$ cat src/rtl/caesar_pkg.sv
// Shared definitions for the Caesar BCD stepper.
//   ALPHA_DEFAULT / TICK_DIV_DEFAULT : default parameter values
//   bcd_digit_t / bcd_pair_t         : one BCD digit and a tens/units pair
//   bcd_to_bin / bin_to_bcd          : conversions for indices below 100
package caesar_pkg;

  localparam int unsigned ALPHA_DEFAULT    = 26;
  localparam int unsigned TICK_DIV_DEFAULT = 50_000_000;

  typedef logic [3:0] bcd_digit_t;

  typedef struct packed {
    bcd_digit_t tens;
    bcd_digit_t units;
  } bcd_pair_t;

  // tens * 10 + units; the multiply is by a constant so it reduces to shifts and adds.
  function automatic logic [6:0] bcd_to_bin(bcd_pair_t p);
    return 7'(p.tens) * 7'd10 + 7'(p.units);
  endfunction

  // Only valid for v < 100.
  function automatic bcd_pair_t bin_to_bcd(logic [7:0] v);
    bcd_pair_t r;
    r.tens  = 4'(v / 8'd10);
    r.units = 4'(v % 8'd10);
    return r;
  endfunction

endpackage

$ cat src/rtl/caesar_tick_gen.sv
// Free-running prescaler producing a one-cycle step tick.
//   CLOCK_50 : system clock
//   rst      : asynchronous active-low reset
//   tick     : high for one cycle when the counter is at TICK_DIV-1
module caesar_tick_gen
  import caesar_pkg::*;
#(
  parameter int unsigned TICK_DIV = TICK_DIV_DEFAULT
) (
  input  logic CLOCK_50,
  input  logic rst,
  output logic tick
);

  localparam int unsigned CntW = (TICK_DIV > 1) ? $clog2(TICK_DIV) : 1;
  localparam logic [CntW-1:0] LastCnt = CntW'(TICK_DIV - 1);

  logic [CntW-1:0] cnt_d, cnt_q;

  assign tick = (cnt_q == LastCnt);

  always_comb begin
    cnt_d = tick ? '0 : cnt_q + CntW'(1);
  end

  always_ff @(posedge CLOCK_50 or negedge rst) begin
    if (!rst) begin
      cnt_q <= '0;
    end else begin
      cnt_q <= cnt_d;
    end
  end

endmodule

$ cat src/rtl/caesar_bcd_stepper.sv
// Modulo-ALPHA_SIZE plaintext index stepper with a Caesar-shifted ciphertext index.
//   CLOCK_50, rst       : clock, asynchronous active-low reset
//   en, dir             : step enable and direction (0 up, 1 down), sampled on ticks
//   key_load, key_in    : key load request and key value
//   key_ack, key_err    : one-cycle accept / reject pulses
//   plain_bcd           : plaintext index as two BCD digits
//   cipher_bcd          : (plain + key) mod ALPHA_SIZE as two BCD digits, one cycle behind
//   step, wrap          : one-cycle pulses for index change and wrap-around
module caesar_bcd_stepper
  import caesar_pkg::*;
#(
  parameter int unsigned ALPHA_SIZE = ALPHA_DEFAULT,
  parameter int unsigned TICK_DIV   = TICK_DIV_DEFAULT
) (
  input  logic       CLOCK_50,
  input  logic       rst,
  input  logic       en,
  input  logic       dir,
  input  logic       key_load,
  input  logic [6:0] key_in,
  output logic       key_ack,
  output logic       key_err,
  output logic [7:0] plain_bcd,
  output logic [7:0] cipher_bcd,
  output logic       step,
  output logic       wrap
);

  localparam logic [6:0] AlphaW   = 7'(ALPHA_SIZE);
  localparam bcd_pair_t  AlphaMax = bin_to_bcd(8'(ALPHA_SIZE - 1));

  logic tick;

  caesar_tick_gen #(
    .TICK_DIV(TICK_DIV)
  ) u_tick_gen (
    .CLOCK_50(CLOCK_50),
    .rst     (rst),
    .tick    (tick)
  );

  bcd_pair_t  plain_d, plain_q;
  bcd_pair_t  cipher_d, cipher_q;
  logic [6:0] key_d, key_q;
  logic [6:0] pend_key_d, pend_key_q;
  logic       pend_d, pend_q;
  logic       step_d, step_q;
  logic       wrap_d, wrap_q;
  logic       ack_d, ack_q;
  logic       err_d, err_q;
  logic [7:0] sum;

  // Plaintext index kept directly in BCD: carry/borrow between digits, no division.
  always_comb begin
    plain_d = plain_q;
    step_d  = 1'b0;
    wrap_d  = 1'b0;
    if (tick && en) begin
      step_d = 1'b1;
      if (!dir) begin
        if (plain_q == AlphaMax) begin
          plain_d = '0;
          wrap_d  = 1'b1;
        end else if (plain_q.units == 4'd9) begin
          plain_d.units = 4'd0;
          plain_d.tens  = plain_q.tens + 4'd1;
        end else begin
          plain_d.units = plain_q.units + 4'd1;
        end
      end else begin
        if (plain_q == '0) begin
          plain_d = AlphaMax;
          wrap_d  = 1'b1;
        end else if (plain_q.units == 4'd0) begin
          plain_d.units = 4'd9;
          plain_d.tens  = plain_q.tens - 4'd1;
        end else begin
          plain_d.units = plain_q.units - 4'd1;
        end
      end
    end
  end

  // A key accepted on a tick cycle is parked for one cycle so the cipher
  // for that step is still formed with the old key.
  always_comb begin
    key_d      = key_q;
    pend_d     = 1'b0;
    pend_key_d = pend_key_q;
    ack_d      = 1'b0;
    err_d      = 1'b0;
    if (pend_q) begin
      key_d = pend_key_q;
    end
    if (key_load) begin
      if (key_in < AlphaW) begin
        ack_d = 1'b1;
        if (tick) begin
          pend_d     = 1'b1;
          pend_key_d = key_in;
        end else begin
          key_d = key_in;
        end
      end else begin
        err_d = 1'b1;
      end
    end
  end

  // Both operands are below ALPHA_SIZE, so one conditional subtract is enough.
  always_comb begin
    sum = {1'b0, bcd_to_bin(plain_q)} + {1'b0, key_q};
    if (sum >= {1'b0, AlphaW}) begin
      sum = sum - {1'b0, AlphaW};
    end
    cipher_d = bin_to_bcd(sum);
  end

  always_ff @(posedge CLOCK_50 or negedge rst) begin
    if (!rst) begin
      plain_q    <= '0;
      cipher_q   <= '0;
      key_q      <= '0;
      pend_key_q <= '0;
      pend_q     <= 1'b0;
      step_q     <= 1'b0;
      wrap_q     <= 1'b0;
      ack_q      <= 1'b0;
      err_q      <= 1'b0;
    end else begin
      plain_q    <= plain_d;
      cipher_q   <= cipher_d;
      key_q      <= key_d;
      pend_key_q <= pend_key_d;
      pend_q     <= pend_d;
      step_q     <= step_d;
      wrap_q     <= wrap_d;
      ack_q      <= ack_d;
      err_q      <= err_d;
    end
  end

  assign plain_bcd  = plain_q;
  assign cipher_bcd = cipher_q;
  assign step       = step_q;
  assign wrap       = wrap_q;
  assign key_ack    = ack_q;
  assign key_err    = err_q;

endmodule

$ cat config.mk
export PLATFORM = sky130hd
export DESIGN_NAME = caesar_bcd_stepper
export DESIGN_NICKNAME = d
export VERILOG_FILES = /design/src/rtl/caesar_pkg.sv /design/src/rtl/caesar_tick_gen.sv /design/src/rtl/caesar_bcd_stepper.sv
export SDC_FILE = /design/constraint.sdc
export NUM_CORES = 1
export LEC_CHECK = 0
export ABC_AREA = 0
export CORE_MARGIN = 5
export CORE_UTILIZATION = 50
export DETAILED_ROUTE_END_ITERATION = 12
export GPL_TIMING_DRIVEN = 0
export PLACE_DENSITY = 0.7
export SLEW_MARGIN = 20
export SYNTH_ARGS = -nofsm -noshare
export SYNTH_HDL_FRONTEND = slang
export SYNTH_SLANG_ARGS = --single-unit
$ cat constraint.sdc
create_clock -name CLOCK_50 -period 9.5 [get_ports CLOCK_50]
set_input_delay 1.9 -clock CLOCK_50 [delete_from_list [all_inputs] [get_ports CLOCK_50]]
set_output_delay 1.9 -clock CLOCK_50 [all_outputs]
set_load 0.01 [all_outputs]
==> impl_metrics.ini, run 1 <==
[critical_path]
path_cells = ha_1 -> ha_1 -> inv_1 -> fa_1 -> nor3b_1 -> xnor2_1 -> ha_1 -> or3b_1 -> o2111ai_1 -> a211oi_4 -> and3_4 -> a21o_1 -> o21ai_0 -> nor2_1 -> o21ai_0 -> nor3_1 -> nand2b_4 -> mux2_4 -> o21ai_1
cp_max_fo = 9
cp_top_family = simple AND/OR/NAND/NOR gates
arrival_ps = 5670
crit_buf_inv = 1
crit_type = reg -> reg
critical_path.most_common_cell = ha_1
max_stage_delay_ps = 510
startpoint_type = flop
end_kind = flop
slowest_stage = dfrtp_1
required_ps = 9770

[clock_tree]
post_cts_buffers = 0
cts.htree.levels = 3
cts.sinks = 61
cts_resized = 0
holdBufCountCts = 0
worstSkewPairLatency_ps = 340
cts_tree = built
cts_buffers = 9
clk_pin_slew_ps = 70
cts_root_buffer = clkbuf_8
clockBufferDepth = 2

[placed_design]
dpl_cell_area_sq_mm = 0.00462
gp_congestion = 0.831
dp_hpwl_mm = 6.51
port_buffers = 30

[power]
peakVddDrop_mv = 0.0823
p_per_area_mw_per_mm2 = 154
power.total_mw = 0.741
total_leakage_power_nw = 2.16

[global_route]
grt_pass1_wl_mm = 15.1
gr-usage-met1_pct = 21.9
met3_usage_pct = 4.20
grtUsageMet2_pct = 32.1
busiest_layer = met2
track_usage_pct = 18.1
antenna_found_initial = 0
grt_max_degree = 47
grt_pass1_vias = 3342
grt_overflow = 0

[routing]
ant_nets = 0
wl_per_cell_um = 14.6
routed_via_density = 5.76
drt_iter0_markers = 110
vias = 3408
wirelength_mm = 8.66
dr.pass1.iters = 4
route.detailed.drc = 0

[synthesis]
synthTopCellsByCount = dfrtp_1 (61), nand2_1 (43), nor2_1 (32)
synth_top_area_share_pct = 36.7
synth_ff_type = dfrtp_1
yosysMostFrequentCell = dfrtp_1
synth_cell_types = 83
synth.avg_cell_area_sq_um = 9.46
synth_cells = 440
ys_ff_latch = 61
ys.warnings.count = 0
async_reset_ff_share_pct = 100
synthTopCellsByArea = dfrtp_1 (37%), ha_1 (6.9%), xnor2_1 (4.4%)
yosysSeqAreaShare_pct = 36.7
yosysTopAreaCell = dfrtp_1
synth_edf_count = 0
synth.cell_area_sq_mm = 0.00416
syn_nets = 478

[run_status]
status = finished, final reports clean

[timing]
min_period_ps = 5400
worst_slew_pin_slew_ps = 713
slew_headroom_pct = 52.2
whs_ps = 480
rsz0062_at_grt = no
fmax_mhz = 185
fin_setup_tns_ps = 0
fin_crit_sh_pct = 56.9
hold_violations = 0
setup_viol = 0
slew_violations = 0
skew_ps = 7.22

[flow_run]
max-cap-violations = 0

[finish]
layout.nets = 520
seqCellArea_sq_mm = 0.00153
multi_input_area_sq_mm = 0.00250
area_growth_pct = 16.1
fill_cells = 712
fin_area_sq_mm = 0.00483
antenna_cells = 0
drive_gt1_share_pct = 11.9

[min_path]
hp-class = reg -> reg

[die]
die_w_um = 101
fp.dieH_um = 101
ioPinCount = 32
initial_core_util_pct = 50.9
coreArea_sq_mm = 0.00818
die-area_sq_mm = 0.0102
core.rowCount = 33
-- power breakdown --
group          total, mW  switching (mW)  leakage, nW  internal, mW
sequential         0.285         0.00755        0.817         0.277
combinational      0.212           0.115         1.24        0.0975
clock              0.245          0.0980        0.107         0.146
-- worst paths after layout --
path                                     start             endpoint  slack [ps]  cells after the start
setup / recovery                  plain_bcd[5]        cipher_bcd[2]        4100                     19
hold / removal             u_tick_gen.cnt_q[4]  u_tick_gen.cnt_q[4]         480                      1
setup reg to reg                  plain_bcd[5]        cipher_bcd[2]        4100                     19
hold reg to reg            u_tick_gen.cnt_q[4]  u_tick_gen.cnt_q[4]         480                      1
max in group asynchronous                  rst  u_tick_gen.cnt_q[6]        7590                      2
min in group asynchronous                  rst  u_tick_gen.cnt_q[5]        1420                      1
-- worst register-to-register path, delay by kind of cell (launching register included) --
family	cells	cell delay (ps)
AND/OR/NAND/NOR	6	1760
adder cells (fa/ha/maj)	4	1320
AO/OA/AOI/OAI	6	1190
flip-flops	1	510
multiplexers	1	300
XOR/XNOR	1	170
buffers and inverters	1	70
-- flip-flops by register name (all words and copies together), names as in the netlist --
signal            cells
cipher_bcd            8
key_ack               1
key_err               1
key_q                 7
pend_key_q            7
pend_q                1
plain_bcd             8
step                  1
u_tick_gen.cnt_q     26
wrap                  1
-- per-stage QoR --
stage	setup WS [ps]	utilization, %	cells
after floorplan	4660	-	440
after global placement	4220	56.2	575
after detailed placement	4140	56.6	576
after CTS	4130	59.1	592
after global routing	3690	59.1	592
final	4100	59.1	592
-- cells by family (layout without fill, tap and decap cells) --
logic type | count (synthesis) | count (layout) | share of synthesized area (%)
flip-flops | 61 | 61 | 36.7
AND/OR/NAND/NOR | 160 | 160 | 20.0
multiplexers | 19 | 19 | 4.93
AO/OA/AOI/OAI | 103 | 103 | 17.9
adder cells (fa/ha/maj) | 26 | 26 | 8.36
XOR/XNOR | 40 | 40 | 8.78
buffers and inverters | 31 | 78 | 3.34
-- layout make-up --
class                      instances  share of cell area [%]
buffer                            13                    1.48
clock buffer                      11                    2.72
clock inverter                     5                    1.55
inverter                          18                    1.40
multi-input combinational        348                    51.8
sequential                        61                    31.6
tap                              105                    2.72
timing repair buffer              31                    6.74
-- routing by layer --
layer | wire (um) | up-vias
met4 | 95 | 0
li1 | - | 1674
met5 | 0 | -
met3 | 234 | 10
met1 | 3820 | 1685
met2 | 4510 | 39
-- layout by cell type, fill, tap and decap left out, types with 5 or more instances in the layout --
cell type and count:
dfrtp_1 61, nand2_1 43, nor2_1 32, o21ai_0 30, clkdlybuf4s50_1 29, ha_1 23, xnor2_1 21, inv_1 18
xor2_1 17, nand3_1 17, a21oi_1 16, nor3_1 10, mux2i_1 10, and3_1 9, clkbuf_8 9, nor2b_1 8
mux2_2 8, clkbuf_1 7, or3_1 5
No activity file was read; power rests on OpenSTA's default activity.
==> inputs of run 2 (changes only) <==
clock period = 5.1 ns   (was 9.5 ns; I/O delays follow)
==> run 2 against run 1 <==
Worst hold slack got worse by 2.0 ps. Sequential share of layout area fell by 1.3 points. Final cell count rose by 2.0%. Flip-flop and latch count did not move. Maximum frequency rose by 11%. Clock-buffer cell count did not move. Sequential power rose by 86%. Core utilization rose by 2.6 points. Clock power rose by 86%. Global-route usage barely moved. Die area did not move. Critical endpoint unchanged. Highest routed layer unchanged.
==> impl_metrics.ini, run 2 (synthesized netlist as in run 1, its figures left out) <==
[critical_path]
startpoint_type = flop
end_kind = flop
cp_max_fo = 7
required_ps = 5370
crit_type = reg -> reg
arrival_ps = 5140

[power]
seq_power_share_pct = 37.1
p_comb_share_pct = 30.9
peakVddDrop_mv = 0.153
total_leakage_power_nw = 2.25
p_sw_share_pct = 30.3
intPower_mw = 0.994
switching_power_mw = 0.432
p_clk_share_pct = 32.0
p_per_area_mw_per_mm2 = 283

[clock_tree]
clk_pin_slew_ps = 70
clockBufferDepth = 2
cts_tree = built
cts.htree.levels = 3
holdBufCountCts = 0
cts_buffers = 9
cts_root_buffer = clkbuf_8
worstSkewPairLatency_ps = 340
cts.sinks = 61

[finish]
antenna_cells = 0
fill_cells = 688
area_growth_pct = 21.2
largest_reg_flops = 26
final_common_cell = dfrtp_1
layout.nets = 532
final_cell_mix = dfrtp_1 (59), nand2_1 (42), nor2_1 (30), clkdlybuf4s50_1 (29), o21ai_0 (28)
final_util_pct = 61.7
fin_area_sq_mm = 0.00504
largest-register = u_tick_gen.cnt_q
drive_gt1_share_pct = 17.6

[timing]
skew_ps = 6.74
worst_slew_pin_slew_ps = 720
hold_violations = 0
min_period_ps = 4870
slew_violations = 0
setup_viol = 0
fin_crit_sh_pct = 95.4
layout_setup_ws_ps = 235
fmax_mhz = 206
slew_headroom_pct = 51.7

[placed_design]
gp_congestion = 0.831
dp_worst_setup_slack_ps = -261
port_buffers = 30
dp_hpwl_mm = 6.51
dpl_cell_area_sq_mm = 0.00462

[die]
die-area_sq_mm = 0.0102
ioPinCount = 32
die_w_um = 101
initial_core_util_pct = 50.9
core.rowCount = 33
coreArea_sq_mm = 0.00818
fp.dieH_um = 101

[global_route]
track_usage_pct = 18.2
grt_pass1_vias = 3352
grt_overflow = 0
grt_pass1_wl_mm = 15.2
antenna_found_initial = 0
grt_max_degree = 47

[routing]
dr.pass1.iters = 4
vias = 3415
routed_via_density = 5.65
wirelength_mm = 8.94
wl_per_cell_um = 14.8
ant_nets = 0
drt_iter0_markers = 86
route.detailed.drc = 0

[min_path]
hp-class = reg -> reg

[run_status]
status = finished, final reports clean

[flow_run]
max-cap-violations = 0
==> run 2: per-stage QoR <==
step / setup TNS (ps) / hold slack (ps) / std cells / total power [mW]
6_report: 0 / 478 / 604 / 1.43
5_1_grt: -5.22 / 487 / 604 / 1.51
4_1_cts: 0 / 474 / 593 / 1.40
3_5_place_dp: -568 / 457 / 576 / 0.934
3_3_place_gp: -351 / 456 / 575 / 0.917
2_1_floorplan: 0 / 438 / 440 / 0.810
==> run 2: repair_timing <==
action                                  in CTS  in global routing
gates resized for setup                      3                 25
pin swaps                                    1                 12
endpoints found under the setup margin       3                  3
buffers inserted                             1                 11
==> run 2: worst paths after layout <==
kind	cells past startpoint	endpoint	start	slack (ps)
hold reg to reg	1	u_tick_gen.cnt_q[4]	u_tick_gen.cnt_q[4]	480
setup reg to reg	20	cipher_bcd[2]	plain_bcd[5]	230
min in group asynchronous	1	u_tick_gen.cnt_q[5]	rst	540
hold / removal	1	u_tick_gen.cnt_q[4]	u_tick_gen.cnt_q[4]	480
max in group asynchronous	2	plain_bcd[5]	rst	4060
setup / recovery	20	cipher_bcd[2]	plain_bcd[5]	230
==> run 2: cell type report <==
type / count / area (sq um) / area share, %
clock inverter: 5 / 75.1 / 1.49
inverter: 18 / 67.6 / 1.34
clock buffer: 11 / 131 / 2.60
sequential: 61 / 1530 / 30.3
timing repair buffer: 43 / 419 / 8.31
multi-input combinational: 348 / 2610 / 51.8
tap: 105 / 131 / 2.60
buffer: 13 / 80.1 / 1.59
==> run 2: power groups by stage <==
stage               clock network, mW  registers, mW  logic, mW
finish                          0.456          0.530      0.440
CTS                             0.468          0.530      0.399
global route                    0.495          0.532      0.483
global placement                    0          0.538      0.379
detailed placement                  0          0.540      0.395
floorplan                           0          0.547      0.263
==> run 2: metal layers <==
layer  vias to the layer above  share of wire, %  GRT usage, %
li1                       1691                 -             -
met1                      1687                44          22.0
met2                        29                53          32.2
met3                         8               2.4          4.20
met4                         0               1.1          5.42
met5                         -                 0             0
==> run 2: worst max-delay path: stages, from the launching register on <==
cell and delay (ps):
dfrtp_2 470, ha_4 260, ha_1 190, inv_1 70, fa_1 450, nor3b_2 190
xnor2_1 110, ha_1 370, or3b_4 250, o2111ai_2 150, a211oi_4 330, and3_4 280
and2_1 140, buf_6 130, mux2_2 340, a211o_1 310, a21oi_2 150, o21ai_2 90
nand2b_4 110, mux2_4 310, o21ai_2 100
